**src/rtl/mem_arbiter_if.sv**
```systemverilog
// Signal bundle between two requesters, mem_arbiter and the memory datapath.
// Handshake: a request moves on a rising edge where pX_req && pX_gnt. pX_req is held until granted.
// pX_gnt is combinational and only ever asserted while the arbiter is idle.
interface mem_arbiter_if #(
   parameter int R = 4,
   parameter int C = 4,
   parameter int N = 4
);
   localparam int AW_R = $clog2(R);
   localparam int AW_C = $clog2(C);

   logic            p0_req,    p1_req;
   logic            p0_rw,     p1_rw;
   logic [AW_R-1:0] p0_ar,     p1_ar;
   logic [AW_C-1:0] p0_ac,     p1_ac;
   logic [N-1:0]    p0_wdata,  p1_wdata;
   logic            p0_gnt,    p1_gnt;
   logic            p0_rvalid, p1_rvalid;
   logic [N-1:0]    p0_rdata,  p1_rdata;
   logic            p0_err,    p1_err;

   logic            dp_req, dp_rw, dp_cs;
   logic [AW_R-1:0] dp_ar;
   logic [AW_C-1:0] dp_ac;
   logic [N-1:0]    dp_qi;
   logic [N-1:0]    dp_qa;
   logic            dp_valid;

   modport slave (
      input  p0_req, p1_req, p0_rw, p1_rw, p0_ar, p1_ar, p0_ac, p1_ac,
             p0_wdata, p1_wdata, dp_qa, dp_valid,
      output p0_gnt, p1_gnt, p0_rvalid, p1_rvalid, p0_rdata, p1_rdata,
             p0_err, p1_err, dp_req, dp_rw, dp_cs, dp_ar, dp_ac, dp_qi
   );

   modport master (
      output p0_req, p1_req, p0_rw, p1_rw, p0_ar, p1_ar, p0_ac, p1_ac,
             p0_wdata, p1_wdata, dp_qa, dp_valid,
      input  p0_gnt, p1_gnt, p0_rvalid, p1_rvalid, p0_rdata, p1_rdata,
             p0_err, p1_err, dp_req, dp_rw, dp_cs, dp_ar, dp_ac, dp_qi
   );
endinterface

```
**src/rtl/mem_arbiter.sv**
```systemverilog
// Two-port round-robin arbiter that runs one transaction at a time on a single-ported
// R x C memory datapath and returns each read result to the port that issued it.
module mem_arbiter #(
   parameter int R = 4,
   parameter int C = 4,
   parameter int N = 4
) (
   input  logic         clk,
   input  logic         rst_n,
   mem_arbiter_if.slave bus,
   output logic         busy,
   output logic [1:0]   state_dbg
);
   localparam int AW_R = $clog2(R);
   localparam int AW_C = $clog2(C);
   localparam logic [AW_R:0] R_LIM = R[AW_R:0];
   localparam logic [AW_C:0] C_LIM = C[AW_C:0];

   typedef enum logic [1:0] {
      IDLE    = 2'd0,
      ISSUE   = 2'd1,
      RD_WAIT = 2'd2
   } state_t;

   state_t          state_q, state_d;
   logic            last_gnt_q, owner_q, oor_q;
   logic            sel, grant, rsp_ok, rsp_err;
   logic            in_rw, in_oor;
   logic [AW_R-1:0] in_ar;
   logic [AW_C-1:0] in_ac;
   logic [N-1:0]    in_wdata;

   // A lone requester always wins; on a tie the port that did not win last time goes.
   always_comb begin
      sel = ~last_gnt_q;
      if (bus.p0_req && !bus.p1_req) begin
         sel = 1'b0;
      end else if (bus.p1_req && !bus.p0_req) begin
         sel = 1'b1;
      end
   end

   assign in_rw    = sel ? bus.p1_rw    : bus.p0_rw;
   assign in_ar    = sel ? bus.p1_ar    : bus.p0_ar;
   assign in_ac    = sel ? bus.p1_ac    : bus.p0_ac;
   assign in_wdata = sel ? bus.p1_wdata : bus.p0_wdata;
   assign in_oor   = ({1'b0, in_ar} >= R_LIM) || ({1'b0, in_ac} >= C_LIM);

   always_comb begin
      state_d = state_q;
      grant   = 1'b0;
      rsp_ok  = 1'b0;
      rsp_err = 1'b0;
      case (state_q)
         IDLE: begin
            if (rst_n && (bus.p0_req || bus.p1_req)) begin
               grant   = 1'b1;
               state_d = ISSUE;
            end
         end
         ISSUE: begin
            // Out-of-range reads answer straight away; nothing went to the memory.
            if (bus.dp_rw && oor_q) begin
               rsp_err = 1'b1;
               state_d = IDLE;
            end else if (bus.dp_rw) begin
               state_d = RD_WAIT;
            end else begin
               state_d = IDLE;
            end
         end
         RD_WAIT: begin
            if (bus.dp_valid) begin
               rsp_ok  = 1'b1;
               state_d = IDLE;
            end
         end
         default: state_d = IDLE;
      endcase
   end

   assign bus.p0_gnt = grant & ~sel;
   assign bus.p1_gnt = grant &  sel;
   assign busy       = (state_q != IDLE);
   assign state_dbg  = state_q;

   always_ff @(posedge clk or negedge rst_n) begin
      if (!rst_n) begin
         state_q <= IDLE;
      end else begin
         state_q <= state_d;
      end
   end

   always_ff @(posedge clk or negedge rst_n) begin
      if (!rst_n) begin
         last_gnt_q    <= 1'b1;
         owner_q       <= 1'b0;
         oor_q         <= 1'b0;
         bus.dp_req    <= 1'b0;
         bus.dp_cs     <= 1'b0;
         bus.dp_rw     <= 1'b0;
         bus.dp_ar     <= '0;
         bus.dp_ac     <= '0;
         bus.dp_qi     <= '0;
         bus.p0_rvalid <= 1'b0;
         bus.p1_rvalid <= 1'b0;
         bus.p0_rdata  <= '0;
         bus.p1_rdata  <= '0;
         bus.p0_err    <= 1'b0;
         bus.p1_err    <= 1'b0;
      end else begin
         bus.dp_req    <= 1'b0;
         bus.dp_cs     <= 1'b0;
         bus.p0_rvalid <= 1'b0;
         bus.p1_rvalid <= 1'b0;
         if (grant) begin
            bus.dp_rw  <= in_rw;
            bus.dp_ar  <= in_ar;
            bus.dp_ac  <= in_ac;
            bus.dp_qi  <= in_wdata;
            bus.dp_req <= ~in_oor;
            bus.dp_cs  <= ~in_oor;
            oor_q      <= in_oor;
            owner_q    <= sel;
            last_gnt_q <= sel;
         end
         if (rsp_ok || rsp_err) begin
            if (owner_q) begin
               bus.p1_rvalid <= 1'b1;
               bus.p1_rdata  <= rsp_ok ? bus.dp_qa : '0;
               bus.p1_err    <= rsp_err;
            end else begin
               bus.p0_rvalid <= 1'b1;
               bus.p0_rdata  <= rsp_ok ? bus.dp_qa : '0;
               bus.p0_err    <= rsp_err;
            end
         end
      end
   end
endmodule

```
**src/flat_wrapper.sv**
```systemverilog
// flat-port wrapper written by rule: the top's interface ports become plain ports
module mem_arbiter_flat 
#(
   parameter int R = 4,
   parameter int C = 4,
   parameter int N = 4
)
  (clk, rst_n, busy, state_dbg, bus_p0_req, bus_p1_req, bus_p0_rw, bus_p1_rw, bus_p0_ar, bus_p1_ar, bus_p0_ac, bus_p1_ac, bus_p0_wdata, bus_p1_wdata, bus_dp_qa, bus_dp_valid, bus_p0_gnt, bus_p1_gnt, bus_p0_rvalid, bus_p1_rvalid, bus_p0_rdata, bus_p1_rdata, bus_p0_err, bus_p1_err, bus_dp_req, bus_dp_rw, bus_dp_cs, bus_dp_ar, bus_dp_ac, bus_dp_qi);
  mem_arbiter_if #(.R(R), .C(C), .N(N)) bus_i ();
  input  logic clk;
  input  logic rst_n;
  output logic busy;
  output logic [1:0] state_dbg;
  input wire logic [$bits(bus_i.p0_req)-1:0] bus_p0_req;
  input wire logic [$bits(bus_i.p1_req)-1:0] bus_p1_req;
  input wire logic [$bits(bus_i.p0_rw)-1:0] bus_p0_rw;
  input wire logic [$bits(bus_i.p1_rw)-1:0] bus_p1_rw;
  input wire logic [$bits(bus_i.p0_ar)-1:0] bus_p0_ar;
  input wire logic [$bits(bus_i.p1_ar)-1:0] bus_p1_ar;
  input wire logic [$bits(bus_i.p0_ac)-1:0] bus_p0_ac;
  input wire logic [$bits(bus_i.p1_ac)-1:0] bus_p1_ac;
  input wire logic [$bits(bus_i.p0_wdata)-1:0] bus_p0_wdata;
  input wire logic [$bits(bus_i.p1_wdata)-1:0] bus_p1_wdata;
  input wire logic [$bits(bus_i.dp_qa)-1:0] bus_dp_qa;
  input wire logic [$bits(bus_i.dp_valid)-1:0] bus_dp_valid;
  output wire logic [$bits(bus_i.p0_gnt)-1:0] bus_p0_gnt;
  output wire logic [$bits(bus_i.p1_gnt)-1:0] bus_p1_gnt;
  output wire logic [$bits(bus_i.p0_rvalid)-1:0] bus_p0_rvalid;
  output wire logic [$bits(bus_i.p1_rvalid)-1:0] bus_p1_rvalid;
  output wire logic [$bits(bus_i.p0_rdata)-1:0] bus_p0_rdata;
  output wire logic [$bits(bus_i.p1_rdata)-1:0] bus_p1_rdata;
  output wire logic [$bits(bus_i.p0_err)-1:0] bus_p0_err;
  output wire logic [$bits(bus_i.p1_err)-1:0] bus_p1_err;
  output wire logic [$bits(bus_i.dp_req)-1:0] bus_dp_req;
  output wire logic [$bits(bus_i.dp_rw)-1:0] bus_dp_rw;
  output wire logic [$bits(bus_i.dp_cs)-1:0] bus_dp_cs;
  output wire logic [$bits(bus_i.dp_ar)-1:0] bus_dp_ar;
  output wire logic [$bits(bus_i.dp_ac)-1:0] bus_dp_ac;
  output wire logic [$bits(bus_i.dp_qi)-1:0] bus_dp_qi;
  assign bus_i.p0_req = bus_p0_req;
  assign bus_i.p1_req = bus_p1_req;
  assign bus_i.p0_rw = bus_p0_rw;
  assign bus_i.p1_rw = bus_p1_rw;
  assign bus_i.p0_ar = bus_p0_ar;
  assign bus_i.p1_ar = bus_p1_ar;
  assign bus_i.p0_ac = bus_p0_ac;
  assign bus_i.p1_ac = bus_p1_ac;
  assign bus_i.p0_wdata = bus_p0_wdata;
  assign bus_i.p1_wdata = bus_p1_wdata;
  assign bus_i.dp_qa = bus_dp_qa;
  assign bus_i.dp_valid = bus_dp_valid;
  assign bus_p0_gnt = bus_i.p0_gnt;
  assign bus_p1_gnt = bus_i.p1_gnt;
  assign bus_p0_rvalid = bus_i.p0_rvalid;
  assign bus_p1_rvalid = bus_i.p1_rvalid;
  assign bus_p0_rdata = bus_i.p0_rdata;
  assign bus_p1_rdata = bus_i.p1_rdata;
  assign bus_p0_err = bus_i.p0_err;
  assign bus_p1_err = bus_i.p1_err;
  assign bus_dp_req = bus_i.dp_req;
  assign bus_dp_rw = bus_i.dp_rw;
  assign bus_dp_cs = bus_i.dp_cs;
  assign bus_dp_ar = bus_i.dp_ar;
  assign bus_dp_ac = bus_i.dp_ac;
  assign bus_dp_qi = bus_i.dp_qi;
  mem_arbiter #(.R(R), .C(C), .N(N)) u_core (.clk(clk), .rst_n(rst_n), .bus(bus_i), .busy(busy), .state_dbg(state_dbg));
endmodule
```
**config.mk**
```make
export PLATFORM = sky130hd
export DESIGN_NAME = mem_arbiter_flat
export DESIGN_NICKNAME = d
export VERILOG_FILES = /design/src/rtl/mem_arbiter_if.sv /design/src/rtl/mem_arbiter.sv /design/src/flat_wrapper.sv
export SDC_FILE = /design/constraint.sdc
export NUM_CORES = 1
export LEC_CHECK = 0
export ABC_CLOCK_PERIOD_IN_PS = 3750
export BUFFER_PORTS_ARGS = -buffer_cell sky130_fd_sc_hd__clkbuf_2
export CORE_AREA = 2 2 51 53
export CTS_CLUSTER_DIAMETER = 60
export DETAILED_ROUTE_END_ITERATION = 10
export DIE_AREA = 0 0 53 55
export GPL_TIMING_DRIVEN = 0
export HOLD_SLACK_MARGIN = 0.03
export PLACE_DENSITY = 0.8
export SYNTH_ARGS = -nofsm -noshare
export SYNTH_HDL_FRONTEND = slang
export SYNTH_SLANG_ARGS = --single-unit
```
**constraint.sdc**
```tcl
create_clock -name clk -period 3.75 [get_ports clk]
set_input_delay 0.75 -clock clk [delete_from_list [all_inputs] [get_ports clk]]
set_output_delay 0.75 -clock clk [all_outputs]
set_load 0.05 [all_outputs]
```
# Word level (Yosys, flattened, before mapping)
# Cells that the tools add are included.
[totals] reg_bits=24 latchBits=0 ramBits=0 mem_bits_ro=0 inputBits=27 output_inout_bits=28 elab_cells=52 n_memories=0
[op_classes] add_sub_neg=0 multipliers=0 div=0 magnitude_cmp=0 eq_ne=4 shifts=0 muxes=20 n_bitwise=5 n_reduce_logical=11
[op_table] operator="$mux 1" n=12
[op_table] operator="$mux 2" n=5
[op_table] operator="$mux 4" n=2
[op_table] operator="$pmux 2 s3" n=1
[op_table] operator="$reduce_and 2->1" n=3
[op_table] operator="$logic_and 1x1->1" n=3
[op_table] operator="$not 1->1" n=3
[op_table] operator="$and 1x1->1" n=2
[op_table] operator="$eq 2x1->1 const B" n=1
[op_table] operator="$eq 2x2->1 const B" n=1
[op_table] operator="$logic_not 1->1" n=2
[op_table] operator="$logic_not 2->1" n=1
[op_table] operator="$ne 2x1->1 const B" n=1
[op_table] operator="$ne 2x2->1 const B" n=1
[op_table] operator="$reduce_bool 2->1" n=1
[op_table] operator="$logic_or 1x1->1" n=1

# Depth between registers and ports, before layout
[depth] word_depth=6 mapped_depth=5 depth_no_buf=4

# Worst setup path after synthesis
# Ideal clock, no wire load.
[synth_path] kind="reg-to-output" from="register u_core.state_q[1] (netlist: u_core.state_dbg[1])" to="output bus_p1_gnt" arrival_time_ns=1.981 required_ns=3.000 slack_ns=1.019 stages_incl_launch_ff=4 path_buffers=0 path_cell_list="dfrtp_1 or2_4 nor3b_4 nor2b_1"
[synth_via] elab_chain_cells=3
[synth_rtl] element="start: declaration" line="mem_arbiter.sv:25" rtl="state_t state_q, state_d;"
[synth_rtl] element="start signal: assignment" line="mem_arbiter.sv:91" rtl="state_q <= state_d;"
[synth_rtl] element="$logic_not 2->1" line="mem_arbiter.sv:54" rtl="case (state_q)"
[synth_rtl] element="$mux 1" line="mem_arbiter.sv:54"
[synth_rtl] element="$and 1x1->1" line="mem_arbiter.sv:83" rtl="assign bus.p1_gnt = grant & sel;"
[synth_rtl] element="end: declaration" line="flat_wrapper.sv:27" rtl="output wire logic [$bits(bus_i.p1_gnt)-1:0] bus_p1_gnt;"
# Every way passes these cells.

# Worst setup path after layout
[layout_path] from="input rst_n" to="output bus_p0_gnt"
[layout_via] elab_chain_cells=4
[layout_rtl] element="start: declaration" line="flat_wrapper.sv:11" rtl="input logic rst_n;"
[layout_rtl] element="$logic_and 1x1->1" line="mem_arbiter.sv:56" rtl="if (rst_n && (bus.p0_req || bus.p1_req)) begin"
[layout_rtl] element="$mux 1" line="mem_arbiter.sv:56"
[layout_rtl] element="$mux 1" line="mem_arbiter.sv:54"
[layout_rtl] element="$and 1x1->1" line="mem_arbiter.sv:82" rtl="assign bus.p0_gnt = grant & ~sel;"
[layout_rtl] element="end: declaration" line="flat_wrapper.sv:26" rtl="output wire logic [$bits(bus_i.p0_gnt)-1:0] bus_p0_gnt;"
# Every way passes these cells.

==> impl_results.md <==
* CP most frequent cell: clkbuf_2
* Lkg Pwr at between 0.7 and 0.8 nW
* Crit-path max cell delay at 0.46 ns
* Int Pwr at 690 uW
* Most common cell in the netlist: dfrtp_1
* Layout cells sized above 1 at a little under three fifths
* Initial antenna violation count at 0
* Avg Cell Area, Syn at 12.4 sq um
* Post-synth cell types at 21
* Max Root-Sink Buffers at 2
* Final Hold Vio Count at 0
* Top FF cell, synth: dfrtp_1
* Top cell type's share of synthesized area at 53.9%
* Rows at 18
* Die footprint at 2920 sq um
* Die X at 53 um
* Critical path capture point type: output pin
* Max-slew violations at 0
* CTS tree: yes
* Clock root buffer: clkbuf_4
* Combinational Power Share at 55.8%
* # DRC at 0
* RR Endpoint: u_core.bus.dp_ac[1]
* Critical Path Source: rst_n
* CP arrival at 2.10 ns
* I/O pin total at 55
* Clk pwr share at 13.0%
* PD cells at 989 nW/um^2
* Crit path time final at 2.85 ns
* Pin count of the biggest net entering global routing at 27
* Max frequency at around 0.35 GHz
* CTS H-tree lvls at 1
* P&R area growth vs syn at 33.2%
* Post-CTS setup repair buffer count at 0
* HP Class: in -> async
* Vias in the first global route at 761
* Detailed router's first-iteration violation count at 3
* Area leader, netlist: dfrtp_1
* Post-DP HPWL at approximately 1600 um
* Number of max-cap violations at 0
* CTS Buf Count at 3
* Final net count at 171
* Run status: complete, no violations
* GP Congestion at 0.714
* Crit Path Category: in -> out
* Seq/Total Area, Yosys at between 50 and 60%
* DRT antenna net count at 0
* DR WL/cell at 11.7 um
* Clk Latency, worst-skew pair at 0.32 ns
* Synth Register Bits at 24
* Synth area leaders: dfrtp_1, mux2i_1, mux2_2
* Die Ht at ~55 um
* R2R cell count at 4
* Fin crit share at 76.1%
* Setup TNS Final at 0 ns
* CTS resizes at 0
* Total Routing Usage GR at 15.7%
* Critical path's slowest cell: clkbuf_2
* Hold Buf Count CTS at 0
* Core area at 2360 sq um
* YS warnings at 0
* Worst hold slack at 0.403 ns
* Sw Ratio at 50.9%
* Worst-margin pin slew at 0.583 ns
* Mapped Cells at 86
* Crit-path cells: clkbuf_2 > nor3b_4 > and2_1 > clkbuf_2
* Mapped Area at 1070 sq um
* Clock Skews at 0.0209 ns
* Final setup fails at 0
* Reg2reg setup slack at 2.30 ns
* Reg power frac at 31.2%
* Global-route wire length before repair at 3220 um
* Required time worst endpoint at 3.00 ns
* Origin of the critical flop-to-flop path: u_core.state_dbg[1]
* Antenna cell count at 0
* Drt pass-1 iters at 4
* Slew margin rel. at 61.1%
* Initial Util at approximately 45%
* Post-synth EDFFs at 0
* Vias post-DR at 792
* DR vias/cell at 4.58
* Sink Count at 24
* Clk slew on worst S/H paths at 0.14 ns
* NetSw at 715 uW
* Worst vdd ir at 637 uV
* Commonest cells in the netlist: dfrtp_1, nor2_1, mux2i_1
* Startpoint types: input port
* CP Max Fanout at 26
* Final WL at 2030 um
* RSZ-0062 raised after global routing: false
* Congestion Overflow GR at 0
* Asr flop ratio synth at 100%
* Port Buf Inserts at 52
==> worst max-delay path, delay by kind of cell <==
family / cells / cell delay, ns
buf+inv: 2 / 0.76
simple gates: 2 / 0.59
==> area by class of cell <==
cell class | instances | area [sq um]
Tap cell | 30 | 37.5
Fill cell | 217 | 943
Timing Repair Buffer | 52 | 260
Buffer | 6 | 48.8
Clock inverter | 1 | 30.0
Clock buffer | 3 | 22.5
Inverter | 3 | 11.3
Sequential cell | 24 | 602
Multi-Input combinational cell | 54 | 409
==> worst max-delay path by stage <==
stage / end
after floorplan: bus_p1_gnt
after global placement: bus_p0_gnt
after detailed placement: bus_p0_gnt
after CTS: bus_p0_gnt
after global routing: bus_p0_gnt
final: bus_p0_gnt
==> per-stage QoR <==
step / total power [mW] / cell area [sq um] / instances / setup WS [ns] / utilization, %
2_1_floorplan: 1.06 / 1070 / 87 / 1.02 / -
3_3_place_gp: 1.22 / 1370 / 169 / 0.864 / 57.9
3_5_place_dp: 1.24 / 1370 / 169 / 0.838 / 57.9
4_1_cts: 1.42 / 1420 / 173 / 0.839 / 60.1
5_1_grt: 1.47 / 1420 / 173 / 0.727 / 60.1
6_report: 1.41 / 1420 / 173 / 0.895 / 60.1
==> power by group through the flow <==
stage | Combinational [mW] | Sequential, mW | Clock, mW
after floorplan | 0.262 | 0.795 | 0
after global placement | 0.778 | 0.439 | 0
after detailed placement | 0.789 | 0.446 | 0
after CTS | 0.792 | 0.441 | 0.187
after global routing | 0.825 | 0.453 | 0.194
final | 0.784 | 0.439 | 0.182
==> state kept, by name, summed over array words and instances (netlist names) <==
name	count
u_core.owner_q	1
u_core.state_dbg	2
u_core.bus.dp_rw	1
u_core.bus.p0_rdata	4
u_core.bus.p1_rvalid	1
u_core.bus.dp_qi	4
u_core.bus.p0_rvalid	1
u_core.bus.p1_rdata	4
u_core.bus.dp_ac	2
u_core.last_gnt_q	1
u_core.bus.dp_ar	2
u_core.bus.dp_req	1
==> placed cells by master (no fill, tap or decap), types with 2 or more instances in the layout <==
master and count:
inv_1 3, a21oi_1 2, clkbuf_4 3, mux2_2 8
mux2i_1 9, buf_4 5, clkbuf_2 52, dfrtp_1 23
a21oi_2 7, nor2_1 14, nor2b_1 2, nand2_1 2
conb_1 2
==> cell families (layout without fill, tap and decap cells) <==
logic type,count (synthesis),count (layout),synth area share [%]
fa+ha+maj,1,1,1.06
compound gates,10,10,7.50
mux,17,17,16.9
buf+inv,9,65,5.63
flops,24,24,56.4
simple gates,24,24,12.2
other cells,1,2,0.351
==> per-layer routing <==
layer / part of all wire, % / track usage (%) / wire, um
met2: 53 / 28.5 / 1080
met1: 40 / 17.6 / 815
met3: 5.5 / 2.42 / 111
met4: 1.4 / 8.97 / 28
met5: 0 / 0 / 0
(Power assumes the default switching activity.)
